### src/rtl/mips_run_monitor.sv
// Run monitor for a small MIPS core: shadows register writebacks, detects halt
// (PC stable) or timeout, then compares one shadow register against an expected value.
module mips_run_monitor #(
  parameter int PC_W          = 13,
  parameter int DATA_W        = 16,
  parameter int NREG          = 8,
  parameter int CNT_W         = 16,
  parameter int MAX_CYCLES    = 20,
  parameter int STABLE_CYCLES = 3,
  parameter int ZERO_RO       = 1,
  localparam int AW           = $clog2(NREG)
) (
  input  logic              clk,
  input  logic              rst,
  input  logic              start,
  input  logic [PC_W-1:0]   pc_in,
  input  logic              wb_en,
  input  logic [AW-1:0]     wb_addr,
  input  logic [DATA_W-1:0] wb_data,
  input  logic [AW-1:0]     expect_addr,
  input  logic [DATA_W-1:0] expect_data,
  input  logic [AW-1:0]     snap_sel,
  output logic [DATA_W-1:0] snap_data,
  output logic              busy,
  output logic              done,
  output logic              pass,
  output logic              timeout,
  output logic [CNT_W-1:0]  cycle_cnt
);

  localparam int ST_W = $clog2(STABLE_CYCLES + 1);
  localparam logic [ST_W-1:0]  ST_MAX   = ST_W'(STABLE_CYCLES);
  localparam logic [CNT_W-1:0] CNT_LAST = CNT_W'(MAX_CYCLES - 1);

  typedef enum logic [1:0] {S_IDLE, S_RUN, S_CHECK, S_DONE} state_t;

  state_t            state, state_nxt;
  logic [PC_W-1:0]   pc_reg;
  logic [ST_W-1:0]   stable, stable_nxt;
  logic              first;
  logic [CNT_W-1:0]  cnt;
  logic [DATA_W-1:0] shadow [NREG];
  logic              pass_r, timeout_r;
  logic              launch, halt, tmo, wb_commit;

  always_comb begin
    launch     = 1'b0;
    stable_nxt = '0;
    halt       = 1'b0;
    tmo        = 1'b0;
    wb_commit  = 1'b0;
    state_nxt  = state;

    // The first RUN cycle always counts as a PC change.
    if (!first && (pc_in == pc_reg))
      stable_nxt = (stable == ST_MAX) ? stable : stable + 1'b1;

    case (state)
      S_IDLE, S_DONE: begin
        launch = start;
        if (start) state_nxt = S_RUN;
      end
      S_RUN: begin
        halt      = (stable_nxt == ST_MAX);
        tmo       = !halt && (cnt == CNT_LAST);
        wb_commit = wb_en && !((ZERO_RO != 0) && (wb_addr == '0));
        if (halt || tmo) state_nxt = S_CHECK;
      end
      S_CHECK: state_nxt = S_DONE;
      default: state_nxt = S_IDLE;
    endcase
  end

  always_ff @(posedge clk or posedge rst) begin
    if (rst) begin
      state     <= S_IDLE;
      pc_reg    <= '0;
      stable    <= '0;
      first     <= 1'b0;
      cnt       <= '0;
      pass_r    <= 1'b0;
      timeout_r <= 1'b0;
      for (int unsigned i = 0; i < NREG; i++) shadow[i] <= '0;
    end else begin
      state <= state_nxt;
      if (launch) begin
        pc_reg    <= '0;
        stable    <= '0;
        first     <= 1'b1;
        cnt       <= '0;
        pass_r    <= 1'b0;
        timeout_r <= 1'b0;
        for (int unsigned i = 0; i < NREG; i++) shadow[i] <= '0;
      end else if (state == S_RUN) begin
        pc_reg <= pc_in;
        stable <= stable_nxt;
        first  <= 1'b0;
        // Counter freezes on the terminating cycle so it reports the halt/timeout cycle.
        if (!halt && !tmo) cnt <= cnt + 1'b1;
        if (tmo) timeout_r <= 1'b1;
        if (wb_commit) shadow[wb_addr] <= wb_data;
      end else if (state == S_CHECK) begin
        pass_r <= (shadow[expect_addr] == expect_data) && !timeout_r;
      end
    end
  end

  assign snap_data = shadow[snap_sel];
  assign busy      = (state == S_RUN) || (state == S_CHECK);
  assign done      = (state == S_DONE);
  assign pass      = pass_r;
  assign timeout   = timeout_r;
  assign cycle_cnt = cnt;

endmodule

### config.mk
export PLATFORM = sky130hd
export DESIGN_NAME = mips_run_monitor
export DESIGN_NICKNAME = d
export VERILOG_FILES = /design/src/rtl/mips_run_monitor.sv
export SDC_FILE = /design/constraint.sdc
export NUM_CORES = 1
export LEC_CHECK = 0
export ABC_AREA = 1
export BUFFER_PORTS_ARGS = -buffer_cell sky130_fd_sc_hd__buf_2
export CORE_ASPECT_RATIO = 1.4
export CORE_MARGIN = 2
export CORE_UTILIZATION = 60
export DETAILED_ROUTE_END_ITERATION = 7
export PLACE_DENSITY = 0.9
export SKIP_CTS_REPAIR_TIMING = 1
export SLEW_MARGIN = 10
export SYNTH_ARGS = -nofsm -noshare
export SYNTH_HDL_FRONTEND = slang
export SYNTH_SLANG_ARGS = --single-unit
### constraint.sdc
create_clock -name clk -period 7.46 [get_ports clk]
set_clock_uncertainty 0.2 [all_clocks]
set_input_delay 1.492 -clock clk [delete_from_list [all_inputs] [get_ports clk]]
set_output_delay 1.492 -clock clk [all_outputs]
set_load 0.02 [all_outputs]
Word-level counts from Yosys, hierarchy flattened
Cells that the tools add are included.
{ "word_totals": {"regBits": 164, "latch_bits": 0, "mem_bits_rw": 0, "romBits": 0, "input_bits": 58, "word_cells": 98, "n_memories": 0} }
{ "classes": {"add_sub_neg": 2, "mul": 0, "div": 0, "n_lt_le_gt_ge": 4, "eq_ne": 11, "n_shift": 0, "muxes": 36, "n_bitwise": 3, "reduce_logical": 27} }
{ "ops": {"columns": ["operator", "n"], "rows": [
  ["2-to-1 mux 128 bit", 3],
  ["bitwise mux 128 bit", 1],
  ["2-to-1 mux 16 bit", 8],
  ["binary-select mux 16 bit (select 3 bit)", 2],
  ["demux 16 bit (select 3 bit)", 1],
  ["2-to-1 mux 13 bit", 2],
  ["adder 16 x 1 -> 16 bit, second input constant", 1],
  ["== test 16 bit", 1],
  ["== test 16 x 5 -> 1 bit, second input constant", 1],
  ["== test 13 bit", 1],
  ["greater-or-equal comparator 4 bit, second input constant", 3],
  ["2-to-1 mux 1 bit", 12],
  ["2-to-1 mux 2 bit", 6],
  ["NOT 3 -> 4 bit", 3],
  ["AND reduction 2 bit", 5],
  ["nonzero test 2 bit", 5],
  ["== test 2 bit, second input constant", 4],
  ["logical AND 1 bit", 6],
  ["zero test 1 bit", 6],
  ["!= test 2 bit, second input constant", 3],
  ["case mux 2 bit (3 select lines)", 1],
  ["less-than comparator 4 x 1 -> 1 bit, second input constant", 1],
  ["zero test 3 bit", 1],
  ["adder 2 x 1 -> 2 bit, second input constant", 1],
  ["4 further kinds", 5]
]} }

Logic depth before layout (Yosys ltp)
{ "depth": {"word_depth": 12, "depth_mapped": 15} }

Worst setup path after synthesis
No wires, ideal clock.
{ "synth_path": {"path_kind": "input to output", "startpoint": "input port snap_sel[0]", "endpoint": "output port snap_data[10]", "arrival_ns": 2.678, "required_time_ns": 5.768, "path_slack_ns": 3.090, "stages": 6, "path_cell_list": "buf_2 > inv_1 > buf_2 > clkbuf_1 > o21ai_0 > a31oi_1"} }
{ "synth_between": {"elab_chain_len": 4} }
{ "synth_rtl": {"columns": ["element", "line", "text"], "rows": [
  ["start: declaration", "22", "input logic [AW-1:0] snap_sel,"],
  ["NOT 3 -> 4 bit (implied by the code)", "108", "assign snap_data = shadow[snap_sel];"],
  ["binary-select mux 16 bit (select 3 bit)", "108", null],
  ["2-to-1 mux 16 bit (implied by the code) (2 in a row)", "108", null],
  ["end: declaration", "23", "output logic [DATA_W-1:0] snap_data,"]
]} }
No other way between the ends. The select of a mux whose other input is x is not followed.

Worst setup path in the final report
{ "layout_path": {"startpoint": "input port snap_sel[1]", "endpoint": "output port snap_data[15]"} }
Same word-level chain as after synthesis.

==> metrics <==
GRT Resource Usage Total 37.4%; Longest Clk Path Bufs 2; final hold violations 0; Die W between 100 and 150 µm; CP arrival between 3000 and 4000 ps; Max Fclk between 150 and 200 MHz; I/O Buffers 93; DP HPWL 17.6 mm; layout cells sized above 1 10.7%; cell chain of the critical path buf_2, inv_1, buf_4, a21oi_1, o21ai_0, a31oi_1, buf_2; GP Congestion between 0.8 and 0.9; Net Count, Synth around 1,300; Die Ht roughly 150 µm; MaxCap Viol Count 0; Remaining Overflow, GRT 0; crit start category input port; HP Class flop to flop; max reg flops between 100 and 150; synth unique cells 31; Slew @ Worst Pin ~1100 ps; wire length of the first global-routing pass between 40 and 50 mm; Tmin final around 5500 ps; DRC 1; H-tree levels 4; Static Leakage about 4.9 nW; Crit. End Element primary output; cell family with most CP delay buffers and inverters; Die Footprint ~16,000 µm²; slowest stage delay, CP roughly 500 ps; final setup TNS 0 ps; Post-DP Area 9570 µm²; worst hold slack slightly above 300 ps; vias per inst ~6.4; final-report setup violation count 0; # clock sinks around 160; Final nets about 1,300; Fill cells between 1,000 and 1,500; largest net degree at the start of global routing about 110; clock-pin slew of the registers on the worst-case setup and hold paths about 60 ps; WP data required just under 6000 ps; CTS tree built; design area 10,200 µm²; post-synthesis instance total about 1,200; register area share after synthesis 44.7%; status complete, but fails checks; Avg WL per Cell between 15 and 20 µm; I/O pins 94; Rows between 50 and 60; Root Driver clkbuf_16; Yosys warnings 0; fin. max-slew vios 0; Worst path slowest cell buf_2; remaining antenna violation count 0; Seq. cell area 4100 µm²; DRT Wirelength ~29 mm; DRT iter0 DRCs 1,537; failing checks DRC; antenna violations before repair 0; Slew HR about a quarter; drt pass-1 iters 8; CP Buf/Inv Count 4; Post-Syn Area just over 9000 µm²; RSZ-0062 raised after global routing no; via count ~9,500; area grow syn2layout 10.5%; syn avg cell area 7.42 µm²; maximum vdd ir drop ~0.00029 V; Synth Register Bits between 150 and 200; Cell Pwr Density 284 nW/µm²; CP most frequent cell buf_2; period utilization ~73%; Multi-input gate area 4040 µm²; critical path type input port to primary output; CTS buffer count 17; number of global-route vias before repair around 9,400; worst-path fanout max 27; Initial Util roughly 61%; clk_lat worst skew between 400 and 500 ps; Core Region ~15,000 µm²
path summary, 6_finish.rpt:
path                                    startpoint                       to  slack, ps  depth (start not counted)
max                                    snap_sel[1]            snap_data[15]       2010                          7
min                        shadow[119]$_DFFE_PP0P_  shadow[119]$_DFFE_PP0P_        310                          2
max reg2reg                   state[1]$_DFFE_PP0P_   shadow[88]$_DFFE_PP0P_       3980                          7
min reg2reg                shadow[119]$_DFFE_PP0P_  shadow[119]$_DFFE_PP0P_        310                          2
max in group asynchronous                      rst   shadow[72]$_DFFE_PP0P_       4630                          3
min in group asynchronous                      rst        first$_DFFE_PP0P_       1090                          2
logic make-up after synthesis:
group | synth area share [%]
compound gates | 21.5
xor+xnor | 0.381
fa+ha+maj | 0.681
buf+inv | 11.4
flops | 44.7
simple gates | 21.3
cells in the mapped netlist:
master / count / area (µm²)
a21oi_1: 65 / 325
buf_4: 3 / 22.5
inv_2: 2 / 7.51
nand2_1: 271 / 1020
nand4_1: 6 / 37.5
buf_6: 8 / 90.1
clkbuf_1: 34 / 128
dfrtp_1: 164 / 4100
nand3_1: 84 / 420
xnor2_1: 1 / 8.76
o21ai_1: 1 / 5.00
nor3b_1: 1 / 7.51
clkinv_1: 1 / 3.75
o21a_1: 1 / 7.51
nor3_1: 16 / 80.1
o22ai_1: 104 / 651
inv_1: 175 / 657
a221oi_1: 6 / 52.6
or2_1: 1 / 6.26
buf_2: 24 / 120
o21ai_0: 118 / 591
o211ai_1: 27 / 203
buf_1: 6 / 22.5
o211ai_2: 3 / 37.5
a31oi_1: 17 / 106
ha_1: 5 / 62.6
nand3b_1: 8 / 60.1
nor4_1: 5 / 31.3
nor2_1: 76 / 285
xor2_1: 3 / 26.3
nor2_2: 2 / 12.5
final cells by class:
cell class / count / area share, %
multi-input combinational: 821 / 39.7
clock inverter: 9 / 1.02
sequential: 164 / 40.4
timing repair buffer: 100 / 5.10
antenna: 2 / 0.0493
clock buffer: 22 / 4.67
tap: 192 / 2.37
inverter: 178 / 6.63
where the power goes:
| group | total [W] | switching [W] | internal (W) | leakage [nW] |
|---|---|---|---|---|
| Sequential | 0.00107 | 0.0000636 | 0.00101 | 2.26 |
| Clock | 0.000872 | 0.000356 | 0.000515 | 0.282 |
| Combinational | 0.000947 | 0.000712 | 0.000235 | 2.41 |
metal layers:
layer,GRT usage [%],wire length (µm)
met3,9.31,3640
met5,0,0
met2,58.9,13400
met4,23.2,1840
met1,45.9,10100
metrics by stage:
step           power [W]  setup WS, ps  cells  util (%)
2_1_floorplan    0.00172          1330   1238         -
3_3_place_gp     0.00196          2280   1455      63.9
3_5_place_dp     0.00199          2270   1455      63.9
4_1_cts          0.00285          2160   1486      67.7
5_1_grt          0.00302          2020   1486      67.7
6_report         0.00289          2010   1488      67.8
worst reg2reg max path: cells and delay by family, from the launching register on:
family / cells / cell delay, ps
AOI/OAI and AO/OA: 1 / 200
adders and majority gates: 1 / 360
and+or+nand+nor: 4 / 2030
DFF: 1 / 410
buffers and inverters: 1 / 90
layout by cell type, fill, tap and decap left out, types with 2 or more instances in the layout:
cell type,count
a21oi_1,65
a221oi_1,6
a31oi_1,17
buf_2,93
buf_4,7
bufinv_16,2
clkbuf_1,2
clkbuf_16,17
clkbuf_8,3
clkinv_2,4
clkinvlp_4,2
dfrtp_1,164
diode_2,2
ha_1,5
inv_1,173
inv_2,3
nand2_1,270
nand3_1,84
nand3b_1,8
nand4_1,6
nor2_1,76
nor2_2,2
nor3_1,16
nor4_1,5
o211ai_1,27
o211ai_2,3
o21ai_0,118
o22ai_1,104
xor2_1,3
Power figures use the tool's default switching activity.
